`config.mk`:
```
export PLATFORM = sky130hd
export DESIGN_NAME = fp32_sub_iterative
export DESIGN_NICKNAME = d
export VERILOG_FILES = /design/src/rtl/fp32_sub_iterative.sv
export SDC_FILE = /design/constraint.sdc
export NUM_CORES = 1
export LEC_CHECK = 0
export BUFFER_PORTS_ARGS = -buffer_cell sky130_fd_sc_hd__buf_2
export CAP_MARGIN = 25
export CORE_ASPECT_RATIO = 0.5
export CORE_MARGIN = 4
export CORE_UTILIZATION = 40
export CTS_CLUSTER_DIAMETER = 80
export CTS_CLUSTER_SIZE = 30
export DETAILED_ROUTE_END_ITERATION = 7
export GPL_TIMING_DRIVEN = 0
export SKIP_CTS_REPAIR_TIMING = 1
export SYNTH_ARGS = -nofsm -noshare
export SYNTH_HDL_FRONTEND = slang
export SYNTH_SLANG_ARGS = --single-unit
export TNS_END_PERCENT = 1
```
`constraint.sdc`:
```
create_clock -name clk -period 8.7 [get_ports clk]
set_clock_uncertainty 0.15 [all_clocks]
set_input_delay 1.305 -clock clk [delete_from_list [all_inputs] [get_ports clk]]
set_output_delay 1.305 -clock clk [all_outputs]
set_load 0.02 [all_outputs]
```
`src/rtl/fp32_sub_iterative.sv`:
```
// Iterative IEEE-754 binary32 subtractor (delta = alpha - bravo), round-to-nearest-even.
// One bit of alignment or normalisation shift per cycle; valid/ready handshake on both sides.
module fp32_sub_iterative (
  input  logic        clk,
  input  logic        rst,
  input  logic        in_valid,
  output logic        in_ready,
  input  logic [31:0] alpha,
  input  logic [31:0] bravo,
  output logic        out_valid,
  input  logic        out_ready,
  output logic [31:0] delta,
  output logic        busy
);

  typedef enum logic [2:0] {IDLE, UNPACK, ALIGN, ADD, NORM, ROUND, DONE} state_t;

  state_t      state, state_next;
  logic [31:0] a_reg, b_reg;
  logic        spec_hold;
  logic        sign_big, eff_sub;
  logic [26:0] big_sig, small_sig;
  logic [9:0]  exp_reg;
  logic [7:0]  diff_reg;
  logic [4:0]  shift_cnt;
  logic [27:0] mant;
  logic [31:0] delta_reg;

  // Operand classification (bravo's sign is flipped: we add -bravo)
  logic        sa, sb;
  logic [7:0]  ea, eb, ea_eff, eb_eff;
  logic [22:0] fa, fb;
  logic        a_nan, b_nan, a_inf, b_inf, a_zero, b_zero, special;
  logic [26:0] sig_a, sig_b;
  logic        a_ge_b;
  logic [31:0] special_result;

  assign sa     = a_reg[31];
  assign sb     = ~b_reg[31];
  assign ea     = a_reg[30:23];
  assign eb     = b_reg[30:23];
  assign fa     = a_reg[22:0];
  assign fb     = b_reg[22:0];
  assign a_nan  = (ea == 8'hFF) && (fa != 23'd0);
  assign b_nan  = (eb == 8'hFF) && (fb != 23'd0);
  assign a_inf  = (ea == 8'hFF) && (fa == 23'd0);
  assign b_inf  = (eb == 8'hFF) && (fb == 23'd0);
  assign a_zero = (ea == 8'h00) && (fa == 23'd0);
  assign b_zero = (eb == 8'h00) && (fb == 23'd0);
  assign special = (ea == 8'hFF) || (eb == 8'hFF) || (a_zero && b_zero);
  assign ea_eff = (ea == 8'h00) ? 8'd1 : ea;
  assign eb_eff = (eb == 8'h00) ? 8'd1 : eb;
  assign sig_a  = {(ea != 8'h00), fa, 3'b000};
  assign sig_b  = {(eb != 8'h00), fb, 3'b000};
  assign a_ge_b = {ea_eff, sig_a} >= {eb_eff, sig_b};

  always_comb begin
    special_result = 32'h7FFFFFFF;
    if (a_nan || b_nan)
      special_result = 32'h7FFFFFFF;
    else if (a_inf && b_inf)
      special_result = (sa == sb) ? {sa, 8'hFF, 23'd0} : 32'h7FFFFFFF;
    else if (a_inf)
      special_result = {sa, 8'hFF, 23'd0};
    else if (b_inf)
      special_result = {sb, 8'hFF, 23'd0};
    else
      special_result = {sa & sb, 31'd0};
  end

  // Alignment, add and normalisation helpers
  logic        align_stop, align_last;
  logic [27:0] sum;
  logic        norm_left;

  assign align_stop = (diff_reg == 8'd0) || (shift_cnt == 5'd26);
  assign align_last = (diff_reg == 8'd1) || (shift_cnt == 5'd25);
  assign sum = eff_sub ? ({1'b0, big_sig} - {1'b0, small_sig})
                       : ({1'b0, big_sig} + {1'b0, small_sig});
  assign norm_left = !mant[26] && (exp_reg > 10'd1);

  // Rounding: mant[26:3] = hidden+fraction, mant[2] = G, mant[1:0] = R,S
  logic        round_up;
  logic [24:0] m_rnd;
  logic [9:0]  exp_rnd;
  logic        hidden_rnd;
  logic [31:0] round_result;

  assign round_up   = mant[2] & (mant[1] | mant[0] | mant[3]);
  assign m_rnd      = {1'b0, mant[26:3]} + {24'd0, round_up};
  assign exp_rnd    = exp_reg + {9'd0, m_rnd[24]};
  assign hidden_rnd = m_rnd[24] | m_rnd[23];

  always_comb begin
    round_result = {sign_big, (hidden_rnd ? exp_rnd[7:0] : 8'h00),
                    (m_rnd[24] ? 23'd0 : m_rnd[22:0])};
    if (exp_rnd >= 10'd255)
      round_result = {sign_big, 8'hFF, 23'd0};
  end

  always_ff @(posedge clk or posedge rst) begin
    if (rst) state <= IDLE;
    else     state <= state_next;
  end

  always_comb begin
    state_next = state;
    case (state)
      IDLE:   if (in_valid) state_next = UNPACK;
      // Specials dwell one extra cycle so their latency is a fixed two cycles
      UNPACK: if (special) state_next = spec_hold ? DONE : UNPACK;
              else         state_next = ALIGN;
      ALIGN:  if (align_stop || align_last) state_next = ADD;
      ADD:    state_next = (sum == 28'd0) ? DONE : NORM;
      NORM:   if (mant[27] || !norm_left) state_next = ROUND;
      ROUND:  state_next = DONE;
      DONE:   if (out_ready) state_next = IDLE;
      default: state_next = IDLE;
    endcase
  end

  always_ff @(posedge clk or posedge rst) begin
    if (rst) begin
      a_reg     <= 32'd0;
      b_reg     <= 32'd0;
      spec_hold <= 1'b0;
      sign_big  <= 1'b0;
      eff_sub   <= 1'b0;
      big_sig   <= 27'd0;
      small_sig <= 27'd0;
      exp_reg   <= 10'd0;
      diff_reg  <= 8'd0;
      shift_cnt <= 5'd0;
      mant      <= 28'd0;
      delta_reg <= 32'd0;
    end else begin
      case (state)
        IDLE: begin
          spec_hold <= 1'b0;
          if (in_valid) begin
            a_reg <= alpha;
            b_reg <= bravo;
          end
        end
        UNPACK: begin
          if (special) begin
            spec_hold <= 1'b1;
            delta_reg <= special_result;
          end else begin
            eff_sub   <= sa ^ sb;
            shift_cnt <= 5'd0;
            if (a_ge_b) begin
              sign_big  <= sa;
              big_sig   <= sig_a;
              small_sig <= sig_b;
              exp_reg   <= {2'b00, ea_eff};
              diff_reg  <= ea_eff - eb_eff;
            end else begin
              sign_big  <= sb;
              big_sig   <= sig_b;
              small_sig <= sig_a;
              exp_reg   <= {2'b00, eb_eff};
              diff_reg  <= eb_eff - ea_eff;
            end
          end
        end
        ALIGN: begin
          if (!align_stop) begin
            small_sig <= {1'b0, small_sig[26:2], small_sig[1] | small_sig[0]};
            diff_reg  <= diff_reg - 8'd1;
            shift_cnt <= shift_cnt + 5'd1;
          end
        end
        ADD: begin
          mant <= sum;
          if (sum == 28'd0) delta_reg <= 32'd0;
        end
        NORM: begin
          if (mant[27]) begin
            mant    <= {1'b0, mant[27:2], mant[1] | mant[0]};
            exp_reg <= exp_reg + 10'd1;
          end else if (norm_left) begin
            mant    <= {mant[26:0], 1'b0};
            exp_reg <= exp_reg - 10'd1;
          end
        end
        ROUND: delta_reg <= round_result;
        default: ;
      endcase
    end
  end

  assign in_ready  = (state == IDLE);
  assign out_valid = (state == DONE);
  assign busy      = (state != IDLE);
  assign delta     = delta_reg;

endmodule

```
* After elaboration in Yosys (flattened, before gate mapping)
Index checks and enable logic that the tools add are counted.
** Operators by class
- $add $sub $neg :: 10
- Order comparisons :: 3
- Equality and inequality tests :: 21
- Multiplexer cells :: 45
- Bitwise gates (word level) :: 9
- Reduce and logical (&&, ||, !) cells :: 43
** Operators by type and width (number)
- $mux W32 :: 7
- $mux W27 :: 4
- $pmux W32 S3 :: 1
- $mux W28 :: 3
- $mux W8 :: 7
- $pmux W28 S2 :: 1
- $pmux W27 S2 :: 1
- $logic_not A23 Y1 :: 2
- $reduce_bool A23 Y1 :: 2
- $ge A35 B35 Y1 :: 1
- $mux W31 :: 1
- $mux W10 :: 3
- $add A27 B27 Y28 :: 1
- $logic_not A28 Y1 :: 1
- $sub A27 B27 Y28 :: 1
- $add A24 B1 Y25 :: 1
- $logic_not A8 Y1 :: 3
- $mux W23 :: 1
- $pmux W3 S7 :: 1
- $pmux W10 S2 :: 1
- $mux W3 :: 6
- $eq A8 B8 Y1 const B :: 2
- $pmux W8 S2 :: 1
- $reduce_bool A8 Y1 :: 2
- 35 further kinds :: 77
** Storage, ports and cells
- Flip-flop bits (word level) :: 207
- Bits of input ports :: 68
- Output and inout port bits :: 35
- Logic and storage cells :: 145

* Longest topological paths before layout
- Word-level depth :: 8
- Depth in mapped cells :: 22
- Gate-level depth less buffers :: 21

* Least setup slack after synthesis
No wires, ideal clock.
- Path kind :: flip-flop to flip-flop
- From :: register small_sig[7]
- To :: register delta_reg[0] (netlist: delta[0])
- Library setup time :: 125 ps
- Arrival time :: 4613 ps
- Data required time :: 8425 ps
- Path slack :: 3812 ps
- Cell stages (with the launch flop) :: 22
- Path buffers :: 1
- Cell sequence :: dfrtp_1 -> nor3_1 -> nand2_1 -> nor4_1 -> nand3b_1 -> nor3_1 -> nor2_1 -> nor3_1 -> nor2_1 -> xnor2_1 -> ha_1 -> a21o_1 -> a31oi_1 -> o21bai_1 -> or3_1 -> nor3_1 -> a211oi_1 -> or3_1 -> nor4_2 -> a31oi_2 -> buf_6 -> mux2_4
** On the way
- Longest elaborated chain between the ends :: 5
- Elaborated cells on any way between the ends :: 6
** RTL lines
- start: declaration :: line 22 : logic [26:0] big_sig, small_sig;
- start signal: assignment :: line 155 : small_sig <= sig_b;
- start signal: assignment :: line 161 : small_sig <= sig_a;
- start signal: assignment :: line 169 : small_sig <= {1'b0, small_sig[26:2], small_sig[1] | small_sig[0]};
- $add A27 B27 Y28 / $sub A27 B27 Y28 (equally long branches) :: line 79, 78
- $mux W28 (*) :: line 78 : assign sum = eff_sub ? ({1'b0, big_sig} - {1'b0, small_sig})
- $logic_not A28 Y1 (*) :: line 176 : if (sum == 28'd0) delta_reg <= 32'd0;
- $ne A2 B2 Y1 (no source line) (*)
- $reduce_and A3 Y1 (no source line) (*)
- end signal: assignment :: line 148 : delta_reg <= special_result;
- end signal: assignment :: line 187 : ROUND: delta_reg <= round_result;
- end: declaration :: line 27 : logic [31:0] delta_reg;
Mark *: on every way between the ends. The rest lies on a longest branch, timed or not.
A chain may end at the register's enable or synchronous reset.

* Final worst setup path
- From :: register eff_sub
- To :: register delta_reg[10] (netlist: delta[10])
** On the way
- Longest elaborated chain between the ends :: 4
** RTL lines
- start: declaration :: line 21 : logic sign_big, eff_sub;
- start signal: assignment :: line 150 : eff_sub <= sa ^ sb;
- $mux W28 :: line 78
- $logic_not A28 Y1 :: line 176
- $ne A2 B2 Y1 (no source line)
- $reduce_and A3 Y1 (no source line)
No other way between the ends.

==> impl_metrics.yaml <==
routing:
  vias: 12000
  ant_nets: 0
  wl_met3_um: 2310
  drc: 0
  vias_per_cell: 5.50
  routedLengthMet1_um: 20700
  drt_wl_total_um: 39800
  wl_per_cell_um: 18.3
  drt_iter0_drc: 1051
  first_pass_iters: 6
  top_layer: "met4"
  wl_met2_um: 16300
timing:
  period_share_pct: 69.5
  hold_ws_ns: 0.359
  worst_slew_pin_slew_ns: 0.961
  hold_viol: 0
  setup_viol: 0
  drv_slew: 0
  maxSlewHeadroom_pct: 35.3
  finalCriticalPeriod_ns: 6.05
  fmax_mhz: 165
  rsz0062_at_grt: "false"
  setup-tns-final_ns: 0
floorplan:
  die_x_um: 270
  coreArea_um2: 33500
  rows: 47
  start_util_pct: 41.1
  chipHeight_um: 139
  io_pins: 103
  die_area_um2: 37600
yosys:
  ys.flop_type: "dfrtp_1"
  syn_nets: 1762
  ys_types: 65
  yosysWarnings: 0
  yosys.area.top_type_share_pct: 37.1
  ys_seq_area_share_pct: 37.1
  netlist_instances: 1614
  synth-async-reset-ratio_pct: 100
  synthTopCellsByArea: "dfrtp_1, ha_1, o21ai_0, a21oi_1, nand2_1"
  synth_top_area_cell: "dfrtp_1"
  yosys_register_bits: 204
  synthTopCellsByCount: "dfrtp_1, o21ai_0, a21oi_1"
  avgSynthCellArea_um2: 8.53
  syn_area_um2: 13800
  synth-edff-count: 0
  yosysMostFrequentCell: "dfrtp_1"
critical_path:
  crit_fanout: 10
  crit_path_end_kind: "flop"
  path_buf_inv: 3
  critPathKind: "reg -> reg"
  worstPathRequired_ns: 8.93
  worst_path_max_delay_cell: "o311ai_0"
  cp_top_family: "compound AO/OA/AOI/OAI gates"
  startpoint_type: "flop"
  critical_path_arrival_ns: 6.27
  crit_chain: "clkbuf_1 > clkbuf_1 > nor2_1 > xnor2_1 > ha_1 > nand3b_1 > a211oi_1 > a21oi_1 > o311ai_0 > a21oi_1 > xnor2_1 > or3_1 > nor4_2 > a31oi_2 > buf_6 > mux2_4"
  slowest_delay_ns: 0.78
clock_network:
  clockBufferDepth: 3
  cts_root_buffer: "clkbuf_16"
  clkSlewWorstSetupHoldPaths_ns: 0.11
  cts_num_sinks: 204
  cts_buffers: 11
  cts_tree: "built"
  clock_latency_ns: 0.49
  cts.htree.levels: 1
grt:
  antenna_found_initial: 0
  grt_start_max_net_pins: 129
  gr-total-overflow: 0
  grt_usage_pct: 20.7
  grt_pass1_wl_um: 63700
  grt_pass1_vias: 11200
placed_design:
  gp_congestion: 0.900
  hpwlAfterDp_um: 31300
  port_buffers: 102
run_status:
  status: "finished, final reports clean"
finish:
  fin_util_pct: 45.4
  drive_gt1_share_pct: 11.4
  finalNetCount: 1878
  fillers: 3339
  syn_to_final_growth_pct: 10.3
min_path:
  hold_path_class: "reg -> reg"
job:
  cap_violations: 0
-- cell usage in the layout (no fill, tap or decap), types with 10 or more instances in the layout --
master and instances:
dfrtp_1 204, o21ai_0 176, a21oi_1 163, nand2_1 160, nor2_1 149, buf_2 103
clkbuf_1 91, ha_1 78, inv_1 75, xnor2_1 54, nor3_1 40, nand3_1 32
xor2_1 32, mux2_2 31, mux2_4 30, mux2i_1 30, nor4_1 23, nand4_1 21
and3_1 17, a31oi_1 17, a21o_1 15, a221oi_1 15, or3_1 14, and2_1 11
o21a_1 11, clkbuf_16 11, o211ai_1 10
-- kinds of logic (layout without fill, tap and decap cells) --
kind of cell             count (synthesis)  in the layout  share of synthesized area [%]
buffers and inverters                  178            297                           5.04
AO/OA/AOI/OAI                          468            468                           19.7
multiplexers                            91             91                           7.99
AND/OR/NAND/NOR                        507            507                           17.3
other                                    0              1                              0
flip-flops                             204            204                           37.1
XOR/XNOR                                86             86                           5.47
adder cells (fa/ha/maj)                 80             80                           7.38
-- worst paths after layout --
kind	start	endpoint	slack, ns	cells after the start
worst max-delay path	eff_sub$_DFFE_PP0P_	delta[10]$_DFFE_PP0P_	2.65	16
worst min register to register	delta[8]$_DFFE_PP0P_	delta[8]$_DFFE_PP0P_	0.36	1
worst max register to register	eff_sub$_DFFE_PP0P_	delta[10]$_DFFE_PP0P_	2.65	16
worst min-delay path	delta[8]$_DFFE_PP0P_	delta[8]$_DFFE_PP0P_	0.36	1
max in group asynchronous	rst	b_reg[17]$_DFFE_PP0P_	6.64	3
min in group asynchronous	rst	delta[20]$_DFFE_PP0P_	0.70	2
-- metrics by stage --
stage	instance area (um^2)	cells	setup WS [ns]
CTS	15200	2174	2.69
global route	15200	2174	2.32
global placement	14800	2157	-0.800
finish	15200	2175	2.65
floorplan	13800	1614	1.68
detailed placement	14900	2158	2.71
-- layout make-up --
cell class | count | area (um^2) | area share (%)
Multi-Input combinational cell | 1232 | 7970 | 52.5
Sequential cell | 204 | 5100 | 33.6
Tap cell | 441 | 552 | 3.63
Timing Repair Buffer | 103 | 538 | 3.54
Buffer | 102 | 408 | 2.69
Inverter | 76 | 293 | 1.93
Clock buffer | 12 | 279 | 1.84
Clock inverter | 4 | 38.8 | 0.256
Antenna cell | 1 | 2.50 | 0.0165
-- routing by layer --
metal	global-route usage, %	up-vias
met3	3.92	25
met1	32.4	5660
li1	-	5982
met2	30.4	299
met4	2.53	0
met5	0	-
Power is not shown: default switching activity piles up to over one toggle a cycle in this logic, so the estimate is an artifact.
